`src/rtl/ifu_fetch_ctrl.sv`:
```
// ifu_fetch_ctrl: instruction-fetch request/response controller.
//   Issues word fetches on the instruction bus, tracks granted-but-unanswered
//   requests, buffers returned instructions in a small FIFO toward ifu_ifetch,
//   and handles redirects by dropping stale responses still in flight.
// Ports:
//   clk, rst            single clock; asynchronous active-low reset
//   jump_flag_i/addr_i  redirect request and target from execute
//   hold_flag_i         pipeline hold code; hold applies at `Hold_If or above
//   ibus_req_o/addr_o   fetch request and word address (addr = pc)
//   ibus_gnt_i          request accepted when req and gnt are both high
//   ibus_rvalid_i/rdata in-order read response
//   inst_o/addr_o/valid instruction presented to ifu_ifetch (FIFO head)

`ifndef Hold_Flag_Bus
`define Hold_Flag_Bus 2:0
`endif
`ifndef Hold_If
`define Hold_If 3'b010
`endif
`ifndef INST_NOP
`define INST_NOP 32'h0000_0013
`endif
`ifndef ZeroWord
`define ZeroWord 32'h0000_0000
`endif

module ifu_fetch_ctrl #(
    parameter logic [31:0] RESET_ADDR      = 32'h0000_0000,
    parameter int unsigned MAX_OUTSTANDING = 2
) (
    input  logic                  clk,
    input  logic                  rst,
    input  logic                  jump_flag_i,
    input  logic [31:0]           jump_addr_i,
    input  logic [`Hold_Flag_Bus] hold_flag_i,
    output logic                  ibus_req_o,
    output logic [31:0]           ibus_addr_o,
    input  logic                  ibus_gnt_i,
    input  logic                  ibus_rvalid_i,
    input  logic [31:0]           ibus_rdata_i,
    output logic [31:0]           inst_o,
    output logic [31:0]           inst_addr_o,
    output logic                  inst_valid_o
);

    localparam int unsigned CNT_W = $clog2(MAX_OUTSTANDING + 1);
    localparam int unsigned PTR_W = (MAX_OUTSTANDING > 1) ? $clog2(MAX_OUTSTANDING) : 1;
    localparam logic [CNT_W:0] CAPACITY = (CNT_W + 1)'(MAX_OUTSTANDING);

    typedef enum logic [1:0] {
        S_BOOT  = 2'd0,
        S_RUN   = 2'd1,
        S_FLUSH = 2'd2
    } state_t;

    state_t             state_r, state_s;
    logic [31:0]        pc_r, pc_s;
    logic [CNT_W-1:0]   out_cnt_r, out_cnt_s;
    logic [CNT_W-1:0]   disc_cnt_r, disc_cnt_s;
    logic [CNT_W-1:0]   if_cnt_r, if_cnt_s;
    logic [CNT_W:0]     inflight_s;
    logic [CNT_W:0]     pend_s;
    logic [PTR_W-1:0]   aq_wr_r, aq_rd_r, if_wr_r, if_rd_r;
    logic [31:0]        aq_mem_r  [MAX_OUTSTANDING];
    logic [31:0]        if_addr_r [MAX_OUTSTANDING];
    logic [31:0]        if_data_r [MAX_OUTSTANDING];
    logic               hold_en_s, req_s, grant_s, rsp_acc_s, pop_s, flush_s;
    logic [31:0]        target_s;
    logic               jump_addr_unused_s;

    // Circular pointer advance for the address queue and instruction FIFO.
    function automatic logic [PTR_W-1:0] ptr_inc(input logic [PTR_W-1:0] p);
        if (p == PTR_W'(MAX_OUTSTANDING - 1)) begin
            ptr_inc = '0;
        end else begin
            ptr_inc = p + PTR_W'(1);
        end
    endfunction

    assign hold_en_s          = (hold_flag_i >= `Hold_If);
    assign target_s           = {jump_addr_i[31:2], 2'b00};
    assign jump_addr_unused_s = ^jump_addr_i[1:0];
    assign inflight_s         = {1'b0, out_cnt_r} + {1'b0, if_cnt_r};
    // A redirect withdraws any ungranted request in the same cycle.
    assign req_s              = (state_r == S_RUN) && (inflight_s < CAPACITY) && !jump_flag_i;

    // Next-state, counter and strobe logic; redirect outranks hold, grant and response.
    always_comb begin
        state_s    = state_r;
        pc_s       = pc_r;
        out_cnt_s  = out_cnt_r;
        disc_cnt_s = disc_cnt_r;
        if_cnt_s   = if_cnt_r;
        pend_s     = '0;
        grant_s    = 1'b0;
        rsp_acc_s  = 1'b0;
        pop_s      = 1'b0;
        flush_s    = 1'b0;
        case (state_r)
            S_BOOT: begin
                state_s = S_RUN;
                if (jump_flag_i) begin
                    pc_s = target_s;
                end else begin
                    pc_s = pc_r;
                end
            end
            S_RUN, S_FLUSH: begin
                if (jump_flag_i) begin
                    flush_s   = 1'b1;
                    pc_s      = target_s;
                    out_cnt_s = '0;
                    if_cnt_s  = '0;
                    // Everything still owed by memory becomes a discard; a response
                    // landing this very cycle is already one of them and is dropped.
                    pend_s = {1'b0, disc_cnt_r} + {1'b0, out_cnt_r};
                    if (ibus_rvalid_i && (pend_s != '0)) begin
                        pend_s = pend_s - (CNT_W + 1)'(1);
                    end else begin
                        pend_s = pend_s;
                    end
                    disc_cnt_s = pend_s[CNT_W-1:0];
                    state_s    = (pend_s != '0) ? S_FLUSH : S_RUN;
                end else begin
                    grant_s   = req_s && ibus_gnt_i;
                    rsp_acc_s = ibus_rvalid_i && (disc_cnt_r == '0) && (out_cnt_r != '0);
                    pop_s     = (if_cnt_r != '0) && !hold_en_s;
                    if (grant_s) begin
                        pc_s = pc_r + 32'd4;
                    end else begin
                        pc_s = pc_r;
                    end
                    if (ibus_rvalid_i && (disc_cnt_r != '0)) begin
                        disc_cnt_s = disc_cnt_r - CNT_W'(1);
                    end else begin
                        disc_cnt_s = disc_cnt_r;
                    end
                    out_cnt_s = out_cnt_r + CNT_W'(grant_s) - CNT_W'(rsp_acc_s);
                    if_cnt_s  = if_cnt_r + CNT_W'(rsp_acc_s) - CNT_W'(pop_s);
                    state_s   = (disc_cnt_s == '0) ? S_RUN : S_FLUSH;
                end
            end
            default: begin
                state_s = S_BOOT;
            end
        endcase
    end

    // Control state: FSM, program counter and occupancy counters.
    always_ff @(posedge clk or negedge rst) begin
        if (!rst) begin
            state_r    <= S_BOOT;
            pc_r       <= RESET_ADDR;
            out_cnt_r  <= '0;
            disc_cnt_r <= '0;
            if_cnt_r   <= '0;
        end else begin
            state_r    <= state_s;
            pc_r       <= pc_s;
            out_cnt_r  <= out_cnt_s;
            disc_cnt_r <= disc_cnt_s;
            if_cnt_r   <= if_cnt_s;
        end
    end

    // Address queue and instruction FIFO storage; a redirect empties both.
    always_ff @(posedge clk or negedge rst) begin
        if (!rst) begin
            aq_wr_r <= '0;
            aq_rd_r <= '0;
            if_wr_r <= '0;
            if_rd_r <= '0;
            for (int i = 0; i < MAX_OUTSTANDING; i++) begin
                aq_mem_r[i]  <= '0;
                if_addr_r[i] <= '0;
                if_data_r[i] <= '0;
            end
        end else if (flush_s) begin
            aq_wr_r <= '0;
            aq_rd_r <= '0;
            if_wr_r <= '0;
            if_rd_r <= '0;
        end else begin
            if (grant_s) begin
                aq_mem_r[aq_wr_r] <= pc_r;
                aq_wr_r           <= ptr_inc(aq_wr_r);
            end
            if (rsp_acc_s) begin
                aq_rd_r            <= ptr_inc(aq_rd_r);
                if_addr_r[if_wr_r] <= aq_mem_r[aq_rd_r];
                if_data_r[if_wr_r] <= ibus_rdata_i;
                if_wr_r            <= ptr_inc(if_wr_r);
            end
            if (pop_s) begin
                if_rd_r <= ptr_inc(if_rd_r);
            end
        end
    end

    assign ibus_req_o   = req_s;
    assign ibus_addr_o  = pc_r;
    assign inst_valid_o = (if_cnt_r != '0);
    assign inst_o       = inst_valid_o ? if_data_r[if_rd_r] : `INST_NOP;
    assign inst_addr_o  = inst_valid_o ? if_addr_r[if_rd_r] : `ZeroWord;

endmodule

```
`config.mk`:
```
export PLATFORM = sky130hd
export DESIGN_NAME = ifu_fetch_ctrl
export DESIGN_NICKNAME = d
export VERILOG_FILES = /design/src/rtl/ifu_fetch_ctrl.sv
export SDC_FILE = /design/constraint.sdc
export NUM_CORES = 1
export LEC_CHECK = 0
export BUFFER_PORTS_ARGS = -buffer_cell sky130_fd_sc_hd__clkbuf_2
export CORE_ASPECT_RATIO = 0.8
export CORE_MARGIN = 5
export CORE_UTILIZATION = 25
export CTS_CLUSTER_SIZE = 12
export DETAILED_ROUTE_END_ITERATION = 12
export GPL_TIMING_DRIVEN = 0
export PLACE_DENSITY_LB_ADDON = 0.05
export SYNTH_ARGS = -nofsm -noshare
export SYNTH_HDL_FRONTEND = slang
export SYNTH_SLANG_ARGS = --single-unit
export TNS_END_PERCENT = 100
```
`constraint.sdc`:
```
create_clock -name clk -period 2.54 [get_ports clk]
set_clock_uncertainty 0.05 [all_clocks]
set_input_delay 0.381 -clock clk [delete_from_list [all_inputs] [get_ports clk]]
set_output_delay 0.381 -clock clk [all_outputs]
set_load 0.05 [all_outputs]
```
* Word-level counts from Yosys, hierarchy flattened *
Cells that the tools add are included.

operators by class
  eq/ne operators = 4
  reduce and logical (&&, ||, !) cells = 28
  mux-type cells = 55
  bitwise gates (word level) = 5
  $lt $le $gt $ge = 8
  add/subtract/negate cells = 13

operators by type and width
  kind                                                                          count
  32-bit 2-to-1 mux                                                             16
  64-bit bitwise mux                                                            3
  32-bit demux with 1-bit select                                                2
  32-bit case mux with 2 select lines                                           1
  32-bit by 3-bit adder with 32-bit output, second input constant               1
  1-bit 2-to-1 mux                                                              20
  2-bit 2-to-1 mux                                                              9
  2-bit nonzero test                                                            7
  1-bit logical AND                                                             10
  3-bit 2-to-1 mux                                                              3
  2-bit >= comparator, second input constant                                    4
  1-bit NOT with 2-bit output                                                   4
  2-bit by 2-bit adder with 3-bit output                                        2
  2-bit logical NOT                                                             3
  3-bit nonzero test                                                            2
  1-bit adder, second input constant                                            4
  2-bit by 1-bit adder with 2-bit output                                        2
  2-bit by 1-bit less-than comparator with 1-bit output, second input constant  2
  2-bit case mux with 2 select lines                                            1
  2-bit AND reduction                                                           2
  2-bit by 1-bit subtractor with 2-bit output                                   2
  3-bit by 2-bit >= comparator with 1-bit output, second input constant         1
  3-bit by 2-bit less-than comparator with 1-bit output, second input constant  1
  3-bit != test, second input constant                                          1
  9 further kinds                                                               10

storage, ports and cells
  logic and storage cells = 128
  bits of input ports = 72
  register bits after elaboration = 236
  output and inout bits = 98

* Depth between registers and ports, before layout *
  depth in word-level cells = 10
  depth in mapped cells = 12
  depth with buffers taken out = 12

* Least setup slack after synthesis *
Ideal clock, no wire load.

  path type = flip-flop to output port
  from = reg out_cnt_r[0]
  to = out ibus_req_o
  path buffers = 0
  stages on the path, launching flop included = 5
  arrival = 2.629 ns
  slack = -0.520 ns
  path through = dfrtp_1 inv_1 nor2_1 fa_1 nor4b_1

between the ends
  cells in the longest elaborated chain, start to end = 4

RTL lines
  what                                                   RTL line  source
  from (decl)                                            58        logic [CNT_W-1:0] out_cnt_r, out_cnt_s;
  from (signal assigned)                                 160       out_cnt_r <= out_cnt_s;
  2-bit by 2-bit adder with 3-bit output                 83        assign inflight_s = {1'b0, out_cnt_r} + {1'b0, if_cnt_r};
  3-bit by 2-bit less-than comparator with 1-bit output  85        assign req_s = (state_r == S_RUN) && (inflight_s < CAPACITY) && !jump_flag_i;
  1-bit logical AND (2 in a row)                         85
  to (decl)                                              36        output logic ibus_req_o,

Every way passes these cells.

* Worst setup path after layout *
  from = reg out_cnt_r[0]
  to = reg state_r[0]

between the ends
  cells in the longest elaborated chain, start to end = 10

RTL lines
  what                                                                                                 RTL line  source
  2-bit by 2-bit adder with 3-bit output *                                                             116       pend_s = {1'b0, disc_cnt_r} + {1'b0, out_cnt_r};
  parallel branches: the longest is 2 deep, another holds 3-bit by 1-bit subtractor with 3-bit output  --
  3-bit 2-to-1 mux *                                                                                   117       if (ibus_rvalid_i && (pend_s != '0)) begin
  3-bit 2-to-1 mux *                                                                                   109       if (jump_flag_i) begin
  3-bit 2-to-1 mux *                                                                                   99        case (state_r)
  3-bit nonzero test *                                                                                 123       state_s = (pend_s != '0) ? S_FLUSH : S_RUN;
  2-bit 2-to-1 mux *                                                                                   123
  2-bit 2-to-1 mux *                                                                                   109
  2-bit case mux with 2 select lines *                                                                 99
  via state_s[0]                                                                                       56        state_t state_r, state_s;
  to (signal assigned)                                                                                 158       state_r <= state_s;
  to (decl)                                                                                            56

Mark *: on every way through the listed nets, which the timed path passes. The select of a mux whose other input is x is not followed.
A chain may end at the register's enable or synchronous reset.

==> load_flow_metrics.sql <==
INSERT INTO impl_metrics (metric_group, metric, value, unit) VALUES
('cts', 'cts.root.buffer_cell', 'sky130_fd_sc_hd__clkbuf_16', ''),
('placement', 'total_placed_cells_including_tap_cells', '1711', ''),
('global_routing', 'wire_length_of_the_first_global_routing_pass', '56.4', 'mm'),
('critical_path', 'cp.buffers_inverters', '1', ''),
('job', 'max_cap_violations', '0', ''),
('synthesis', 'post_synth.cell_area_avg', '11.0', 'µm²'),
('critical_path', 'worstSetupStartpointType', 'flip-flop', ''),
('critical_path', 'cpLargestDelayFamily', 'adder cells', ''),
('power_and_ir_drop', 'p_leak', '6.39', 'nW'),
('sta', 'grt_setup_unrepaired', 'yes', ''),
('synthesis', 'synthesis.instances', '984', ''),
('die', 'die_height', '196', 'µm'),
('critical_path', 'critical_path_class', 'flip-flop to flip-flop', ''),
('sta', 'report.final.hold_viol_count', '0', ''),
('layout', 'multi_input_comb_area', '5040', 'µm²'),
('synthesis', 'post_synthesis_sequential_area_ratio', '0.521', ''),
('cts', 'cts_sinks', '226', ''),
('global_routing', 'grt_total_ovfl', '0', ''),
('die', 'num_rows', '68', ''),
('sta', 'post-route-worst-setup-slack', '0.00544', 'ns'),
('synthesis', 'ys_seq_elements', '226', ''),
('sta', 'finalSetupViolations', '0', ''),
('drt', 'drcViolationCount', '0', ''),
('layout', 'layout.cells.most_common_list', '223 x sky130_fd_sc_hd__dfrtp_1, 155 x sky130_fd_sc_hd__clkbuf_2, 123 x sky130_fd_sc_hd__mux2_2, 119 x sky130_fd_sc_hd__nor2_1, 92 x sky130_fd_sc_hd__mux2i_1', ''),
('sta', 'post-route-min-period', '2.53', 'ns'),
('synthesis', 'synth-warning-count', '0', ''),
('cts', 'clk_pin_slew_worst_paths', '0.06', 'ns'),
('die', 'die_x', '243', 'µm'),
('outcome', 'run_status', 'finished clean', ''),
('layout', 'post_route_cells_drive_above_1_share', '0.374', ''),
('cts', 'clk-insertion-delay-late', '0.55', 'ns'),
('synthesis', 'area_of_the_mapped_netlist', '10900', 'µm²'),
('layout', 'num-fill-cells', '4480', ''),
('power_and_ir_drop', 'ir_drop', '0.000468', 'V'),
('critical_path', 'cpPeakStageDelay', '0.48', 'ns'),
('global_routing', 'grt_antenna_before_repair', '0', ''),
('drt', 'routed_wl_per_cell', '20.4', 'µm'),
('global_routing', 'first_global_vias', '8788', ''),
('cts', 'cts_tree', 'yes', ''),
('layout', 'fin_area', '14100', 'µm²'),
('placement', 'placed_area', '12500', 'µm²'),
('sta', 'worst_pin_slew', '0.873', 'ns'),
('global_routing', 'pin_count_of_the_biggest_net_entering_global_routing', '94', ''),
('die', 'initial_utilization', '0.252', ''),
('synthesis', 'synth-edff-count', '0', ''),
('cts', 'deepest_level_of_the_cts_h_tree', '1', ''),
('drt', 'wl', '36.3', 'mm'),
('layout', 'nNetsFinal', '1288', ''),
('sta', 'finalCritPeriodShare', '0.998', ''),
('placement', 'gp_routability_congestion', '0.742', ''),
('die', 'coreArea', '43100', 'µm²'),
('critical_path', 'cells_along_the_critical_path', 'ha_2 -> inv_2 -> fa_1 -> ha_2 -> ha_4 -> nand2b_4 -> mux2_4 -> mux2i_4 -> nor4b_4 -> o21ba_2', ''),
('layout', 'area.growth.synth_to_final', '29.7', '%'),
('layout', 'instances_no_fill', '1784', ''),
('placement', 'detailedPlacementHpwl', '25.8', 'mm'),
('die', 'die_area', '47700', 'µm²'),
('cts', 'clock_path_buffers', '3', ''),
('sta', 'max_clock_freq', '0.395', 'GHz'),
('drt', 'vias', '8251', ''),
('sta', 'maxSlewHeadroom', '0.418', ''),
('drt', 'vias_per_cell', '4.63', ''),
('drt', 'antenna_left', '0', ''),
('critical_path', 'worstPathRequired', '2.94', 'ns'),
('sta', 'final.setup.tns', '0', 'ns'),
('critical_path', 'crit_arrival', '2.93', 'ns'),
('hold_path', 'hold_crit_class', 'input pin to flip-flop', ''),
('critical_path', 'cp_common_cell', 'sky130_fd_sc_hd__ha_2', ''),
('layout', 'postLayoutCoreUtil', '0.327', ''),
('synthesis', 'synthArstFlopShare', '1.00', ''),
('drt', 'detailedRoute.firstIterationViolations', '367', ''),
('drt', 'drtPass1Iterations', '4', '');
==> repair_timing <==
| item | CTS | global route |
|---|---|---|
| endpoints found under the setup margin | 258 | 203 |
| endpoints found under the hold margin | 58 | 0 |
| setup buffers | 12 | 5 |
| hold buffers | 5 | 0 |
| resized for setup | 117 | 34 |
| pin swaps | 11 | 11 |
==> registers in the layout, summed over array words and instances (netlist names) <==
register and cells:
if_cnt_r 2, ibus_addr_o 30, out_cnt_r 2, aq_mem_r 60, state_r 2, if_addr_r 60, if_rd_r 1, if_data_r 64
aq_wr_r 1, aq_rd_r 1, if_wr_r 1, disc_cnt_r 2
==> Yosys cell counts, types with 3 or more instances <==
cell type	n	area, µm²
sky130_fd_sc_hd__o21ai_0	56	280
sky130_fd_sc_hd__buf_4	7	52.6
sky130_fd_sc_hd__nand2_1	61	229
sky130_fd_sc_hd__mux2i_1	93	931
sky130_fd_sc_hd__a211oi_1	6	45.0
sky130_fd_sc_hd__nand3_1	15	75.1
sky130_fd_sc_hd__clkbuf_1	33	124
sky130_fd_sc_hd__nand3b_1	3	22.5
sky130_fd_sc_hd__and3_1	4	25.0
sky130_fd_sc_hd__o22ai_1	12	75.1
sky130_fd_sc_hd__and4_1	5	43.8
sky130_fd_sc_hd__nand2b_1	5	31.3
sky130_fd_sc_hd__nand4_1	6	37.5
sky130_fd_sc_hd__o22a_1	6	52.6
sky130_fd_sc_hd__a311oi_1	3	26.3
sky130_fd_sc_hd__dfrtp_1	226	5660
sky130_fd_sc_hd__nor2_1	123	462
sky130_fd_sc_hd__inv_1	20	75.1
sky130_fd_sc_hd__nor3_1	12	60.1
sky130_fd_sc_hd__ha_1	12	150
sky130_fd_sc_hd__a21oi_1	60	300
sky130_fd_sc_hd__mux2_2	124	1400
sky130_fd_sc_hd__a31oi_1	7	43.8
sky130_fd_sc_hd__buf_2	31	155
sky130_fd_sc_hd__a41oi_1	3	26.3
==> report_power, final <==
part	internal, W	total (W)	switching, W
combinational	0.00294	0.00785	0.00492
clock	0.00239	0.00401	0.00162
sequential	0.00484	0.00597	0.00113
==> worst register-to-register path, delay by kind of cell, from the launching register on <==
| kind | cells | cell delay (ns) |
|---|---|---|
| AO/OA/AOI/OAI | 1 | 0.20 |
| adder cells (fa/ha/maj) | 4 | 1.03 |
| AND/OR/NAND/NOR | 2 | 0.21 |
| flip-flops | 1 | 0.40 |
| buffers and inverters | 1 | 0.03 |
| multiplexers | 2 | 0.51 |
==> path summary, 6_finish.rpt <==
check / from / end / slack [ns] / cells after the start
max: out_cnt_r[0]$_DFFE_PN0N_ / state_r[0]$_DFF_PN0_ / 0.005 / 10
min: ibus_rdata_i[25] / if_data_r[25]$_DFFE_PN0P_ / 0.03 / 2
max reg2reg: out_cnt_r[0]$_DFFE_PN0N_ / state_r[0]$_DFF_PN0_ / 0.005 / 10
min reg2reg: if_addr_r[28]$_DFFE_PN0P_ / if_addr_r[28]$_DFFE_PN0P_ / 0.43 / 2
max in group asynchronous: rst / if_addr_r[7]$_DFFE_PN0P_ / 1.21 / 3
min in group asynchronous: rst / disc_cnt_r[1]$_DFFE_PN0N_ / 0.33 / 2
==> through the flow <==
stage / hold WS [ns] / power (W)
3_5_place_dp: 0.366 / 0.0132
3_3_place_gp: 0.413 / 0.0132
6_report: 0.0328 / 0.0178
4_1_cts: 0.000107 / 0.0179
5_1_grt: 0.0137 / 0.0190
2_1_floorplan: 0.0354 / 0.0108
==> cell type report <==
class,count,share of cell area
Buffer,72,0.0347
Antenna cell,1,0.000178
Timing Repair Buffer,186,0.0852
Sequential cell,226,0.402
Inverter,20,0.00533
Tap cell,560,0.0497
Multi-Input combinational cell,668,0.358
Clock inverter,8,0.00489
Clock buffer,43,0.0602
==> routing by layer <==
layer,share of wire,vias up,track usage,wire length [µm]
li1,-,3931,-,-
met1,0.52,4141,0.229,18700
met2,0.43,137,0.229,15800
met3,0.031,42,0.0229,1120
met4,0.020,0,0.0303,711
met5,0,-,0,0
==> logic make-up after synthesis <==
family                   Yosys count  synth area share
adder cells (fa/ha/maj)           14            0.0175
XOR/XNOR                           2           0.00161
multiplexers                     217             0.214
buffers and inverters             93            0.0382
AO/OA/AOI/OAI                    175            0.0964
other                              1          0.000345
AND/OR/NAND/NOR                  256             0.111
flip-flops                       226             0.521
(Power assumes the default switching activity.)
